==> src/rtl/uart_frame_reporter.sv <==
// Periodic/triggered telemetry reporter: snapshots N_CH channels and sends
// HEADER, payload (channel 0 first, MSB byte first) and an 8-bit payload sum over 8N1 UART.
module uart_frame_reporter #(
  parameter int unsigned DATA_W   = 32,
  parameter int unsigned N_CH     = 2,
  parameter int unsigned PERIOD   = 50_000_000,
  parameter int unsigned BAUD_DIV = 434,
  parameter logic [7:0]  HEADER   = 8'hA5
) (
  input  logic                   Clk,
  input  logic                   Rst_n,
  input  logic [N_CH*DATA_W-1:0] ch_data,
  input  logic                   trig,
  input  logic                   period_en,
  output logic                   busy,
  output logic                   frame_done,
  output logic                   dropped,
  output logic                   Rs232_Tx
);

  localparam int unsigned PW = N_CH * DATA_W;
  localparam int unsigned NB = 2 + PW / 8;
  localparam int unsigned IW = $clog2(NB);
  localparam int unsigned BW = $clog2(BAUD_DIV);
  localparam int unsigned CW = $clog2(PERIOD);

  localparam logic [IW-1:0] LAST_IDX  = IW'(NB - 1);
  localparam logic [IW-1:0] LAST_PL   = IW'(NB - 2);
  localparam logic [BW-1:0] BAUD_LAST = BW'(BAUD_DIV - 1);
  localparam logic [CW-1:0] CNT_LAST  = CW'(PERIOD - 1);

  typedef enum logic {IDLE, SEND} state_e;

  state_e        state_q, state_d;
  logic [CW-1:0] cnt_q, cnt_d;
  logic [PW-1:0] snap_q, snap_d;
  logic [IW-1:0] byte_q, byte_d;
  logic [3:0]    bit_q, bit_d;
  logic [BW-1:0] baud_q, baud_d;
  logic [7:0]    csum_q, csum_d;
  logic [9:0]    sh_q, sh_d;
  logic          done_q, done_d;
  logic          drop_q, drop_d;

  logic tick, req, bit_end, byte_end;

  assign tick     = period_en && (cnt_q == CNT_LAST);
  assign req      = trig | tick;
  assign bit_end  = (baud_q == BAUD_LAST);
  assign byte_end = bit_end && (bit_q == 4'd9);

  // NOTE: every signal gets a default before the case so no path leaves it unassigned (no latches).
  always_comb begin
    state_d = state_q;
    snap_d  = snap_q;
    byte_d  = byte_q;
    bit_d   = bit_q;
    baud_d  = baud_q;
    csum_d  = csum_q;
    sh_d    = sh_q;
    done_d  = 1'b0;
    drop_d  = req && (state_q == SEND);
    cnt_d   = '0;
    if (period_en) cnt_d = tick ? '0 : cnt_q + 1'b1;

    case (state_q)
      IDLE: begin
        if (req) begin
          state_d = SEND;
          // Snapshot is stored in wire order so bytes can simply be shifted out of the top.
          for (int c = 0; c < N_CH; c++)
            snap_d[(N_CH-1-c)*DATA_W +: DATA_W] = ch_data[c*DATA_W +: DATA_W];
          csum_d = '0;
          byte_d = '0;
          bit_d  = '0;
          baud_d = '0;
          sh_d   = {1'b1, HEADER, 1'b0};
        end
      end
      SEND: begin
        baud_d = baud_q + 1'b1;
        if (bit_end) begin
          baud_d = '0;
          bit_d  = bit_q + 1'b1;
          sh_d   = {1'b1, sh_q[9:1]};
          if (byte_end) begin
            bit_d = '0;
            if (byte_q == LAST_IDX) begin
              state_d = IDLE;
              done_d  = 1'b1;
              sh_d    = '1;
            end else if (byte_q == LAST_PL) begin
              byte_d = byte_q + 1'b1;
              sh_d   = {1'b1, csum_q, 1'b0};
            end else begin
              byte_d = byte_q + 1'b1;
              sh_d   = {1'b1, snap_q[PW-1 -: 8], 1'b0};
              snap_d = snap_q << 8;
              csum_d = csum_q + snap_q[PW-1 -: 8];
            end
          end
        end
      end
      default: state_d = IDLE;
    endcase
  end

  // NOTE: state uses non-blocking assignments; the snapshot register is reset too, as it is small.
  always_ff @(posedge Clk or negedge Rst_n) begin
    if (!Rst_n) begin
      state_q <= IDLE;
      cnt_q   <= '0;
      snap_q  <= '0;
      byte_q  <= '0;
      bit_q   <= '0;
      baud_q  <= '0;
      csum_q  <= '0;
      sh_q    <= '1;
      done_q  <= 1'b0;
      drop_q  <= 1'b0;
    end else begin
      state_q <= state_d;
      cnt_q   <= cnt_d;
      snap_q  <= snap_d;
      byte_q  <= byte_d;
      bit_q   <= bit_d;
      baud_q  <= baud_d;
      csum_q  <= csum_d;
      sh_q    <= sh_d;
      done_q  <= done_d;
      drop_q  <= drop_d;
    end
  end

  assign busy       = (state_q == SEND);
  assign frame_done = done_q;
  assign dropped    = drop_q;
  assign Rs232_Tx   = sh_q[0];

endmodule

==> config.mk <==
export PLATFORM = sky130hd
export DESIGN_NAME = uart_frame_reporter
export DESIGN_NICKNAME = d
export VERILOG_FILES = /design/src/rtl/uart_frame_reporter.sv
export SDC_FILE = /design/constraint.sdc
export NUM_CORES = 1
export LEC_CHECK = 0
export CAP_MARGIN = 25
export CORE_ASPECT_RATIO = 0.75
export CORE_MARGIN = 5
export CORE_UTILIZATION = 40
export CTS_BUF_LIST = sky130_fd_sc_hd__clkbuf_16
export DETAILED_ROUTE_END_ITERATION = 16
export GPL_TIMING_DRIVEN = 0
export HOLD_SLACK_MARGIN = 0.05
export PLACE_DENSITY = 0.57
export SETUP_SLACK_MARGIN = 0.02
export SLEW_MARGIN = 10
export SYNTH_ARGS = -nofsm -noshare
export SYNTH_HDL_FRONTEND = slang
export SYNTH_SLANG_ARGS = --single-unit
==> constraint.sdc <==
create_clock -name Clk -period 2.3 [get_ports Clk]
set_input_delay 0.46 -clock Clk [delete_from_list [all_inputs] [get_ports Clk]]
set_output_delay 0.46 -clock Clk [all_outputs]
set_load 0.03 [all_outputs]
==> implementation parameters, run 1 <==
Parameter                              Value

Synth
  Cells after Synth ... 565
  Main synth FF type ... sky130_fd_sc_hd__dfrtp_1
  Dominant cell type by area after synthesis ... sky130_fd_sc_hd__dfrtp_1
  Cell area after technology mapping ... 6560 um^2
  Sequential share of the synthesized area ... 48.6%
  Portion of synthesized cell area occupied by the leading cell type ... 45.0%
  Register bit count reported by yosys ... 127
  Post-synth EDFFs ... 0
  FFs w/ async S/R, synth ... 100%
  Most numerous cell types in the synthesized netlist ... 118 x sky130_fd_sc_hd__dfrtp_1, 117 x sky130_fd_sc_hd__mux2_2, 46 x sky130_fd_sc_hd__nor2_1
  Avg Cell Area, Syn ... 11.6 um^2
  Area contributors post-synth ... sky130_fd_sc_hd__dfrtp_1 45%, sky130_fd_sc_hd__mux2_2 20%, sky130_fd_sc_hd__dfstp_2 3.6%, sky130_fd_sc_hd__xnor2_1 3.3%, sky130_fd_sc_hd__ha_1 2.9%
  Yosys warns ... 0
  Total nets after synthesis ... 649
  Count of different cell masters after synthesis ... 53
  Cell with the most instances after synthesis ... sky130_fd_sc_hd__dfrtp_1

Detailed routing
  Count of routing violations after the opening detailed-route iteration ... 398
  Vias after detailed routing ... 4665
  First-pass detailed-route iteration total ... 5
  Drc violations ... 0
  Wirelength, routed ... 15400 um
  Drt wl/cell ... 17.3 um
  Vias per inst ... 5.22
  Number of nets with antenna violations after detailed routing ... 0

Setup path
  CP delay by family, top ... buffers and inverters
  CP Buf/Inv Count ... 3
  Endpoint type of the worst setup path ... flip-flop
  Worst Path Arrival ... 2520 ps
  Crit path max-delay cell type ... sky130_fd_sc_hd__dfrtp_1
  Slowest stage delay, CP ... 420 ps
  List of cells traversed by the critical path ... ha_2 > nand3b_1 > a31oi_4 > and2_4 > buf_6 > a21oi_4 > buf_12 > buf_12 > mux2_2
  Category of the critical setup timing path ... flip-flop to flip-flop
  Most used cell along the critical path ... sky130_fd_sc_hd__buf_12
  Data required time of the critical path ... 2600 ps
  Maximum fanout encountered on the critical timing path ... 10
  CP startpoint kind ... flip-flop

Global routing
  Antenna violations before repair ... 0
  Via count of the first global-routing pass ... 4902
  Aggregate global routing overflow ... 0
  Total global routing track utilization ... 16.9%
  Maximum number of pins on one net before global-route repair ... 89
  First-pass GRT wire length ... 25100 um

STA
  Number of max-slew violations in the final report ... 0
  Setup_tns ... 0 ps
  Slew @ Worst Pin ... 606 ps
  Worst clock skew ... 7.80 ps
  Final period util ... 96.6%
  Highest attainable clock frequency ... 450 MHz
  Setup violations, final ... 0
  Minimum hold slack ... 500 ps
  Final-report hold violation count ... 0
  Final worst path period need ... 2220 ps
  Relative slew slack ... 59.3%

Power and ir drop
  VDD IR max ... 0.468 mV
  Total power ... 6.12 mW
  Power per cell area ... 726 nW/um^2
  Static Leakage ... 3.75 nW

Clock network
  CTS Sinks ... 127
  Depth of the CTS H-tree ... 4
  Clock tree from TritonCTS ... built
  Root Buffer ... sky130_fd_sc_hd__clkbuf_16
  Later-pin clock latency in the skew report ... 420 ps
  Maximum root-to-sink buffer count ... 2
  TritonCTS Buffers ... 17
  Clock transition time at the flip-flop clock pins of the worst setup and hold paths ... 60 ps

Die
  Top-Level Pins ... 72
  Width of the die ... 158 um
  Area of the core region ... 16100 um^2
  Effective utilization at floorplan ... 40.8%
  Overall die area ... 19100 um^2
  Die Height ... 121 um
  Num rows ... 40

Final layout
  Antenna Diode Count ... 0
  Fillers ... 1367
  Area growth, synth to finish ... 28.5%
  Layout net count ... 755
  Layout cells sized above 1 ... 31.2%

Outcome
  Run status ... finished clean

Min path
  Worst Hold Class ... flip-flop to flip-flop

Place
  HPWL Detailed ... 10800 um
  IO buf count ... 71
  Final weighted congestion in routability-driven placement ... 0.802

Flow run
  Max-cap violations ... 0
==> per-layer routing <==
metal  vias to the layer above  part of all wire, %  GRT usage (%)
met5                         -                    0              0
met4                         0                 0.84           4.19
met3                        12                  4.1           4.99
met2                        79                   45           24.8
met1                      2320                   50           24.4
li1                       2254                    -              -
==> power breakdown <==
group	total [mW]	switching, mW	leakage (nW)	internal, mW
clock network	2.65	0.980	0.277	1.67
logic	0.784	0.314	1.86	0.470
registers	2.68	0.191	1.61	2.49
total	6.12	1.48	3.75	4.63
==> metrics by stage <==
stage                     std cells  instance area (um^2)  utilization, %  setup slack, ps
after floorplan                 565                  6560               -              141
after global placement          846                  7540            46.9            -4440
after detailed placement        847                  7560            47.1             -429
after CTS                       880                  8200            51.1             -151
after global routing            893                  8430            52.5            -22.5
final                           893                  8430            52.5             78.8
==> flip-flops by register name, indices dropped and copies added, names as in the netlist <==
signal and flops:
bit_q 4, sh_q 9, frame_done 1, snap_q 64
baud_q 9, csum_q 8, busy 1, cnt_q 26
byte_q 4, dropped 1
==> layout by cell type, fill, tap and decap left out, drive strengths merged, types with 9 or more instances in the layout <==
cell,netlist,routed
dfrtp,118,118
mux2,117,117
clkdlybuf4s50,0,70
nor2,46,46
buf,14,30
clkbuf,12,29
xnor2,25,25
nand3,22,22
nand2,21,21
inv,19,20
nor3,17,17
o21ai,17,17
ha,15,15
a21oi,13,13
a22o,9,9
dfstp,9,9
a21o,9,9
nor4,9,9
==> area by class of cell <==
cell class / count / area, um^2 / area share, %
clock inverter: 14 / 151 / 1.80
inverter: 19 / 71.3 / 0.846
buffer: 25 / 193 / 2.29
tap: 210 / 263 / 3.12
multi-input combinational: 393 / 3250 / 38.5
sequential: 127 / 3190 / 37.9
timing repair buffer: 88 / 887 / 10.5
clock buffer: 17 / 425 / 5.05
==> worst reg2reg max path: cells and delay by family (launching register included) <==
family / cells / cell delay (ps)
AO/OA/AOI/OAI: 2 / 320
multiplexers: 1 / 330
AND/OR/NAND/NOR: 2 / 400
flip-flops: 1 / 420
adder cells (fa/ha/maj): 1 / 200
buffers and inverters: 3 / 430
==> final timing paths <==
path,start,endpoint,slack (ps),depth (start not counted)
setup reg to reg,bit_q[0],snap_q[38],80,9
min in group asynchronous,Rst_n,csum_q[4],520,2
hold reg to reg,sh_q[7],sh_q[7],500,2
setup / recovery,bit_q[0],snap_q[38],80,9
max in group asynchronous,Rst_n,snap_q[3],1000,3
hold / removal,sh_q[7],sh_q[7],500,2
==> repair_timing <==
action	4_1_cts	5_1_grt
hold buffers	1	0
resized for setup	4	37
setup buffers	2	13
hold endpoints to repair	33	0
setup endpoints to repair	107	110
gates cloned	0	0
pin swaps	1	5
==> kinds of logic (layout without fill, tap and decap cells) <==
group / after synthesis / in the layout / synth area share [%]
buffers and inverters: 45 / 163 / 3.37
flip-flops: 127 / 127 / 48.6
adder cells (fa/ha/maj): 16 / 16 / 3.16
XOR/XNOR: 31 / 31 / 4.14
multiplexers: 123 / 123 / 21.0
AND/OR/NAND/NOR: 151 / 151 / 12.0
AO/OA/AOI/OAI: 72 / 72 / 7.72
Note: power is estimated with default switching activity, not from simulation.
==> inputs of run 2 (changes only) <==
--- a/config.mk
+++ b/config.mk
@@ -13,7 +13,7 @@
 export DETAILED_ROUTE_END_ITERATION = 16
 export GPL_TIMING_DRIVEN = 0
 export HOLD_SLACK_MARGIN = 0.05
-export PLACE_DENSITY = 0.57
+export PLACE_DENSITY = 0.59
 export SETUP_SLACK_MARGIN = 0.02
 export SLEW_MARGIN = 10
 export SYNTH_ARGS = -nofsm -noshare
==> constraint.sdc (replaced) <==
create_clock -name Clk -period 1.9 [get_ports Clk]
set_input_delay 0.38 -clock Clk [delete_from_list [all_inputs] [get_ports Clk]]
set_output_delay 0.38 -clock Clk [all_outputs]
set_load 0.03 [all_outputs]
==> run 2 against run 1 <==
  * The run now ends with negative setup slack left
  * Total power rose by 25%
  * Register-to-register slack got worse by 310 ps
  * Worst setup slack got worse by 310 ps
  * Largest cell class unchanged
  * Critical path type unchanged
  * Via count is 7.0% higher
  * Flip-flop and latch count is the same
  * Combinational power grew 45%
==> implementation parameters, run 2 (synthesis results as in run 1) <==
Parameter                              Value

Global routing
  Global routing met3 resource utilization ... 4.42%
  GRT busiest layer ... met1
  Met2 Usage GRT ... 25.1%
  Aggregate global routing overflow ... 0
  Total global routing track utilization ... 17.3%
  Antenna violations before repair ... 0
  Via count of the first global-routing pass ... 5049
  Met1 usage in global routing ... 25.2%
  Maximum number of pins on one net before global-route repair ... 77
  First-pass GRT wire length ... 26100 um

Clock network
  Clock tree from TritonCTS ... built
  Depth of the CTS H-tree ... 4
  CTS Sinks ... 127
  Root Buffer ... sky130_fd_sc_hd__clkbuf_16
  Later-pin clock latency in the skew report ... 410 ps
  Clock transition time at the flip-flop clock pins of the worst setup and hold paths ... 60 ps
  TritonCTS Buffers ... 17
  Maximum root-to-sink buffer count ... 2

Final layout
  Most frequent standard cell in the layout excluding fill and tap cells ... sky130_fd_sc_hd__dfrtp_1
  Largest regs ... snap_q: 64 flops, cnt_q: 26 flops
  Area growth, synth to finish ... 41.1%
  Register containing the most flip-flops in the final layout ... snap_q
  Layout cells sized above 1 ... 37.8%
  Antenna Diode Count ... 0
  Non-Filler Instances ... 934
  Max FFs per register ... 64
  Commonest cells after routing, fill and taps aside ... 112 x sky130_fd_sc_hd__dfrtp_1, 70 x sky130_fd_sc_hd__mux2_2, 68 x sky130_fd_sc_hd__clkdlybuf4s50_1
  Layout net count ... 795
  Fillers ... 1271

Setup path
  Endpoint type of the worst setup path ... flip-flop
  Maximum fanout encountered on the critical timing path ... 6
  Launching point of the worst reg2reg path ... bit_q[1]
  Capture point of the worst reg-to-reg path ... snap_q[22]
  Slack of the worst reg-to-reg path ... -240 ps
  Worst Path Arrival ... 2440 ps
  CP startpoint kind ... flip-flop
  Data required time of the critical path ... 2200 ps
  Category of the critical setup timing path ... flip-flop to flip-flop
  Path depth of the worst reg2reg path ... 10

Die
  Die Height ... 121 um
  Num rows ... 40
  Effective utilization at floorplan ... 40.8%
  Width of the die ... 158 um
  Top-Level Pins ... 72
  Overall die area ... 19100 um^2
  Area of the core region ... 16100 um^2

Power and ir drop
  Static Leakage ... 4.25 nW
  VDD IR max ... 0.618 mV
  Power per cell area ... 828 nW/um^2
  Total power ... 7.66 mW

Detailed routing
  Number of nets with antenna violations after detailed routing ... 0
  Wirelength, routed ... 16800 um
  Vias per inst ... 5.34
  Drc violations ... 0
  Drt wl/cell ... 18.0 um
  Count of routing violations after the opening detailed-route iteration ... 273
  Vias after detailed routing ... 4991
  First-pass detailed-route iteration total ... 5

STA
  Final worst path period need ... 2140 ps
  Setup repair after global routing missed its margin ... yes
  Number of max-slew violations in the final report ... 0
  Highest attainable clock frequency ... 468 MHz
  Setup violations, final ... 105
  Worst clock skew ... 9.23 ps
  Relative slew slack ... 60.3%
  Slew @ Worst Pin ... 596 ps
  Final-report hold violation count ... 0
  Worst Slack Setup Final ... -236 ps
  Final period util ... 112%

Min path
  Worst Hold Class ... primary input to asynchronous set/reset pin

Place
  # placed instances ... 847
  HPWL Detailed ... 11100 um
  Final weighted congestion in routability-driven placement ... 0.803
  IO buf count ... 71

Outcome
  Run status ... complete, but fails checks
  Violated checks ... negative setup slack

Flow run
  Max-cap violations ... 0
==> run 2: timing repair <==
action                                  CTS  global route
pin swaps                                 4            22
resized for setup                        37            66
setup buffers                            18            32
gates cloned                              1             7
endpoints found under the setup margin  126           126
endpoints found under the hold margin    51             0
hold buffers                              1             0
==> run 2: through the flow <==
| step | hold WS (ps) | setup slack (ps) | utilization [%] | cell area, um^2 | setup TNS, ps |
|---|---|---|---|---|---|
| floorplan | 84.4 | -174 | - | 6740 | -9710 |
| global placement | 469 | -5010 | 48.0 | 7720 | -607130 |
| detailed placement | 368 | -663 | 48.2 | 7750 | -50550 |
| CTS | 495 | -317 | 53.5 | 8600 | -23500 |
| global route | 517 | -360 | 57.6 | 9260 | -27960 |
| finish | 481 | -236 | 57.6 | 9260 | -17540 |
==> run 2: per-layer routing <==
layer,vias up,wire length [um],share of wire [%]
met5,-,0,0
met4,0,210,1.2
met3,14,738,4.4
met2,106,7690,46
met1,2529,8190,49
li1,2342,-,-
==> run 2: cell type report <==
cell class,count,area [um^2],share of cell area (%)
multi-input combinational,394,3580,38.6
sequential,127,3200,34.5
timing repair buffer,128,1330,14.4
clock buffer,17,425,4.59
tap,210,263,2.84
buffer,24,239,2.58
clock inverter,15,154,1.66
inverter,19,71.3,0.770
==> run 2: worst max path at each step <==
stage | startpoint | endpoint | slack (ps) | cells after the start
3_3_place_gp | Rst_n | busy | -5010 | 1
5_1_grt | cnt_q[9] | baud_q[2] | -360 | 6
3_5_place_dp | busy | baud_q[7] | -660 | 7
2_1_floorplan | cnt_q[9] | csum_q[7] | -170 | 6
6_report | bit_q[1] | snap_q[22] | -240 | 10
4_1_cts | busy | snap_q[23] | -320 | 8
==> run 2: worst max-delay path, cell delays in order (launching register included) <==
cell and delay [ps]:
sky130_fd_sc_hd__dfrtp_1 410, sky130_fd_sc_hd__inv_2 80, sky130_fd_sc_hd__ha_4 110, sky130_fd_sc_hd__nand3b_1 190
sky130_fd_sc_hd__a31oi_4 250, sky130_fd_sc_hd__and2_4 170, sky130_fd_sc_hd__buf_6 120, sky130_fd_sc_hd__a21oi_4 70
sky130_fd_sc_hd__buf_12 160, sky130_fd_sc_hd__clkbuf_16 160, sky130_fd_sc_hd__mux2_4 290
==> run 2: report_power, final <==
group | switching, mW | internal, mW | total (mW)
combinational | 0.417 | 0.727 | 1.14
clock | 1.19 | 2.03 | 3.22
sequential | 0.279 | 3.02 | 3.30
total | 1.89 | 5.77 | 7.66
==> inputs of run 3 (changes only) <==
--- a/config.mk
+++ b/config.mk
@@ -6,14 +6,15 @@
 export NUM_CORES = 1
 export LEC_CHECK = 0
 export CAP_MARGIN = 25
+export CELL_PAD_IN_SITES_DETAIL_PLACEMENT = 1
+export CELL_PAD_IN_SITES_GLOBAL_PLACEMENT = 1
 export CORE_ASPECT_RATIO = 0.75
 export CORE_MARGIN = 5
 export CORE_UTILIZATION = 40
 export CTS_BUF_LIST = sky130_fd_sc_hd__clkbuf_16
 export DETAILED_ROUTE_END_ITERATION = 16
-export GPL_TIMING_DRIVEN = 0
 export HOLD_SLACK_MARGIN = 0.05
-export PLACE_DENSITY = 0.59
+export PLACE_DENSITY = 0.72
 export SETUP_SLACK_MARGIN = 0.02
 export SLEW_MARGIN = 10
 export SYNTH_ARGS = -nofsm -noshare
==> run 3 against run 2 <==
  * The run still ends with negative setup slack left
  * Critical endpoint is now csum_q[7]
  * Largest power group is now clock
  * First-iteration DRC count rose by 1.1%
  * Flip-flop and latch count did not move
  * Combinational power rose by 34%
  * Utilization rose by 5.3 points
==> implementation parameters, run 3 (synthesis results as in run 1) <==
Parameter                              Value

Outcome
  Run status ... complete, but fails checks
  Violated checks ... negative setup slack

STA
  Setup violations, final ... 120
  Worst Slack Setup Final ... -442 ps
  Final-report hold violation count ... 0
  Number of max-slew violations in the final report ... 0
  Relative slew slack ... 57.2%
  Slew @ Worst Pin ... 643 ps
  Final period util ... 123%
  Worst clock skew ... 7.20 ps
  Highest attainable clock frequency ... 427 MHz
  Final worst path period need ... 2340 ps
  Setup_tns ... -21650 ps
  Setup repair after global routing missed its margin ... yes

Final layout
  Area growth, synth to finish ... 54.1%
  Largest regs ... snap_q: 64 flops, cnt_q: 26 flops
  Register containing the most flip-flops in the final layout ... snap_q
  Layout cells sized above 1 ... 50.0%
  Commonest cells after routing, fill and taps aside ... 117 x sky130_fd_sc_hd__dfrtp_1, 96 x sky130_fd_sc_hd__buf_4, 74 x sky130_fd_sc_hd__mux2_2
  Max FFs per register ... 64
  Most frequent standard cell in the layout excluding fill and tap cells ... sky130_fd_sc_hd__dfrtp_1
  Antenna Diode Count ... 0
  Layout net count ... 843
  Layout Cell Area excl Fill ... 10100 um^2

Die
  Width of the die ... 158 um
  Die Height ... 121 um
  Top-Level Pins ... 72
  Effective utilization at floorplan ... 40.8%
  Area of the core region ... 16100 um^2
  Overall die area ... 19100 um^2
  Num rows ... 40

Clock network
  CTS Sinks ... 127
  Depth of the CTS H-tree ... 4
  Root Buffer ... sky130_fd_sc_hd__clkbuf_16
  Later-pin clock latency in the skew report ... 420 ps
  Clock transition time at the flip-flop clock pins of the worst setup and hold paths ... 60 ps
  Maximum root-to-sink buffer count ... 2
  Clock tree from TritonCTS ... built
  TritonCTS Buffers ... 17

Global routing
  Total global routing track utilization ... 22.0%
  Aggregate global routing overflow ... 0
  Maximum number of pins on one net before global-route repair ... 63
  Via count of the first global-routing pass ... 6046
  Antenna violations before repair ... 0
  First-pass GRT wire length ... 32700 um

Detailed routing
  Drc violations ... 0
  Vias per inst ... 5.56
  Drt wl/cell ... 24.3 um
  Count of routing violations after the opening detailed-route iteration ... 276
  Vias after detailed routing ... 5456
  First-pass detailed-route iteration total ... 4
  Number of nets with antenna violations after detailed routing ... 0
  Wirelength, routed ... 23900 um

Setup path
  Category of the critical setup timing path ... flip-flop to flip-flop
  Data required time of the critical path ... 2190 ps
  Slack of the worst reg-to-reg path ... -440 ps
  Maximum fanout encountered on the critical timing path ... 3
  Launching point of the worst reg2reg path ... snap_q[57]
  Crit path max-delay cell type ... sky130_fd_sc_hd__o41ai_4
  Worst setup path end ... csum_q[7]
  CP Buf/Inv Count ... 1
  List of cells traversed by the critical path ... ha_1 > a21oi_2 > o211ai_1 > o41ai_4 > buf_4 > xnor2_1 > a221o_1
  Startpoint of the worst setup timing path ... snap_q[57]
  Slowest stage delay, CP ... 420 ps
  Worst Path Arrival ... 2630 ps
  Stages on the worst setup path ... 7
  CP delay by family, top ... compound AO/OA/AOI/OAI gates
  Path depth of the worst reg2reg path ... 7
  Endpoint type of the worst setup path ... flip-flop
  CP startpoint kind ... flip-flop
  Capture point of the worst reg-to-reg path ... csum_q[7]

Place
  Final weighted congestion in routability-driven placement ... 0.773
  HPWL Detailed ... 12700 um
  Pre-CTS WS ... -431 ps
  IO buf count ... 71
  Placed Instance Area ... 8360 um^2

Flow run
  Max-cap violations ... 0

Min path
  Worst Hold Class ... flip-flop to flip-flop
  Number of cells traversed by the worst hold path ... 1

Power and ir drop
  VDD IR max ... 0.618 mV
  Static Leakage ... 4.61 nW
  Total power ... 8.25 mW
  Power per cell area ... 815 nW/um^2
[run 3: changes by cell type in the layout (fill, tap and decap cells not counted), moves of 5 or more]
cell                       change
sky130_fd_sc_hd__nor2_2        +5
sky130_fd_sc_hd__dfrtp_2       -5
sky130_fd_sc_hd__nand2_2       +5
sky130_fd_sc_hd__nor2_4       +23
sky130_fd_sc_hd__nor3_1        -6
sky130_fd_sc_hd__clkbuf_1      -7
sky130_fd_sc_hd__buf_4        +60
sky130_fd_sc_hd__nor2_1       -28
sky130_fd_sc_hd__dfrtp_1       +5
sky130_fd_sc_hd__o21ai_1       +7
sky130_fd_sc_hd__o21ai_0      -12
sky130_fd_sc_hd__o21ai_2       +5
sky130_fd_sc_hd__nand2_1       -6
sky130_fd_sc_hd__nor3_2        +6
[run 3: area by class of cell]
cell class                 count  area (um^2)
inverter                      19         71.3
fill                        1555         5950
clock inverter                15          194
tap                          210          263
clock buffer                  17          425
timing repair buffer         201         2060
sequential                   127         3190
multi-input combinational    393         3910
[run 3: per-layer routing]
layer  global-route usage, %  vias to the layer above  part of all wire [%]
met5                       0                        -                     0
met4                    6.77                        0                   2.4
met3                    4.67                       42                   3.9
met2                    37.7                      135                    52
met1                    27.9                     2849                    42
li1                        -                     2430                     -
[run 3: how the worst min path moves through the flow]
stage / from / end / slack (ps)
floorplan: Rst_n / baud_q[0] / 80
global placement: Rst_n / cnt_q[18] / 430
detailed placement: Rst_n / snap_q[4] / 440
CTS: sh_q[7] / sh_q[7] / 490
global route: snap_q[15] / snap_q[15] / 520
finish: snap_q[6] / snap_q[6] / 500
[run 3: report_power, final]
group	internal [mW]	total, mW	switching [mW]
clock network	2.19	3.47	1.29
logic	0.881	1.53	0.645
registers	3.02	3.25	0.229
[run 3: per-stage QoR]
stage               hold WS (ps)  cells  util [%]
CTS                          487    967      59.2
global route                 517    982      63.0
floorplan                   84.4    565         -
global placement             428    915      52.0
detailed placement           438    915      52.0
finish                       499    982      63.0
[run 3: repair_timing]
item	CTS	global route
cloned	7	6
hold endpoints to repair	27	0
resized for setup	71	99
hold buffers	1	0
setup endpoints to repair	125	124
pin swaps	31	51
setup buffers	14	15
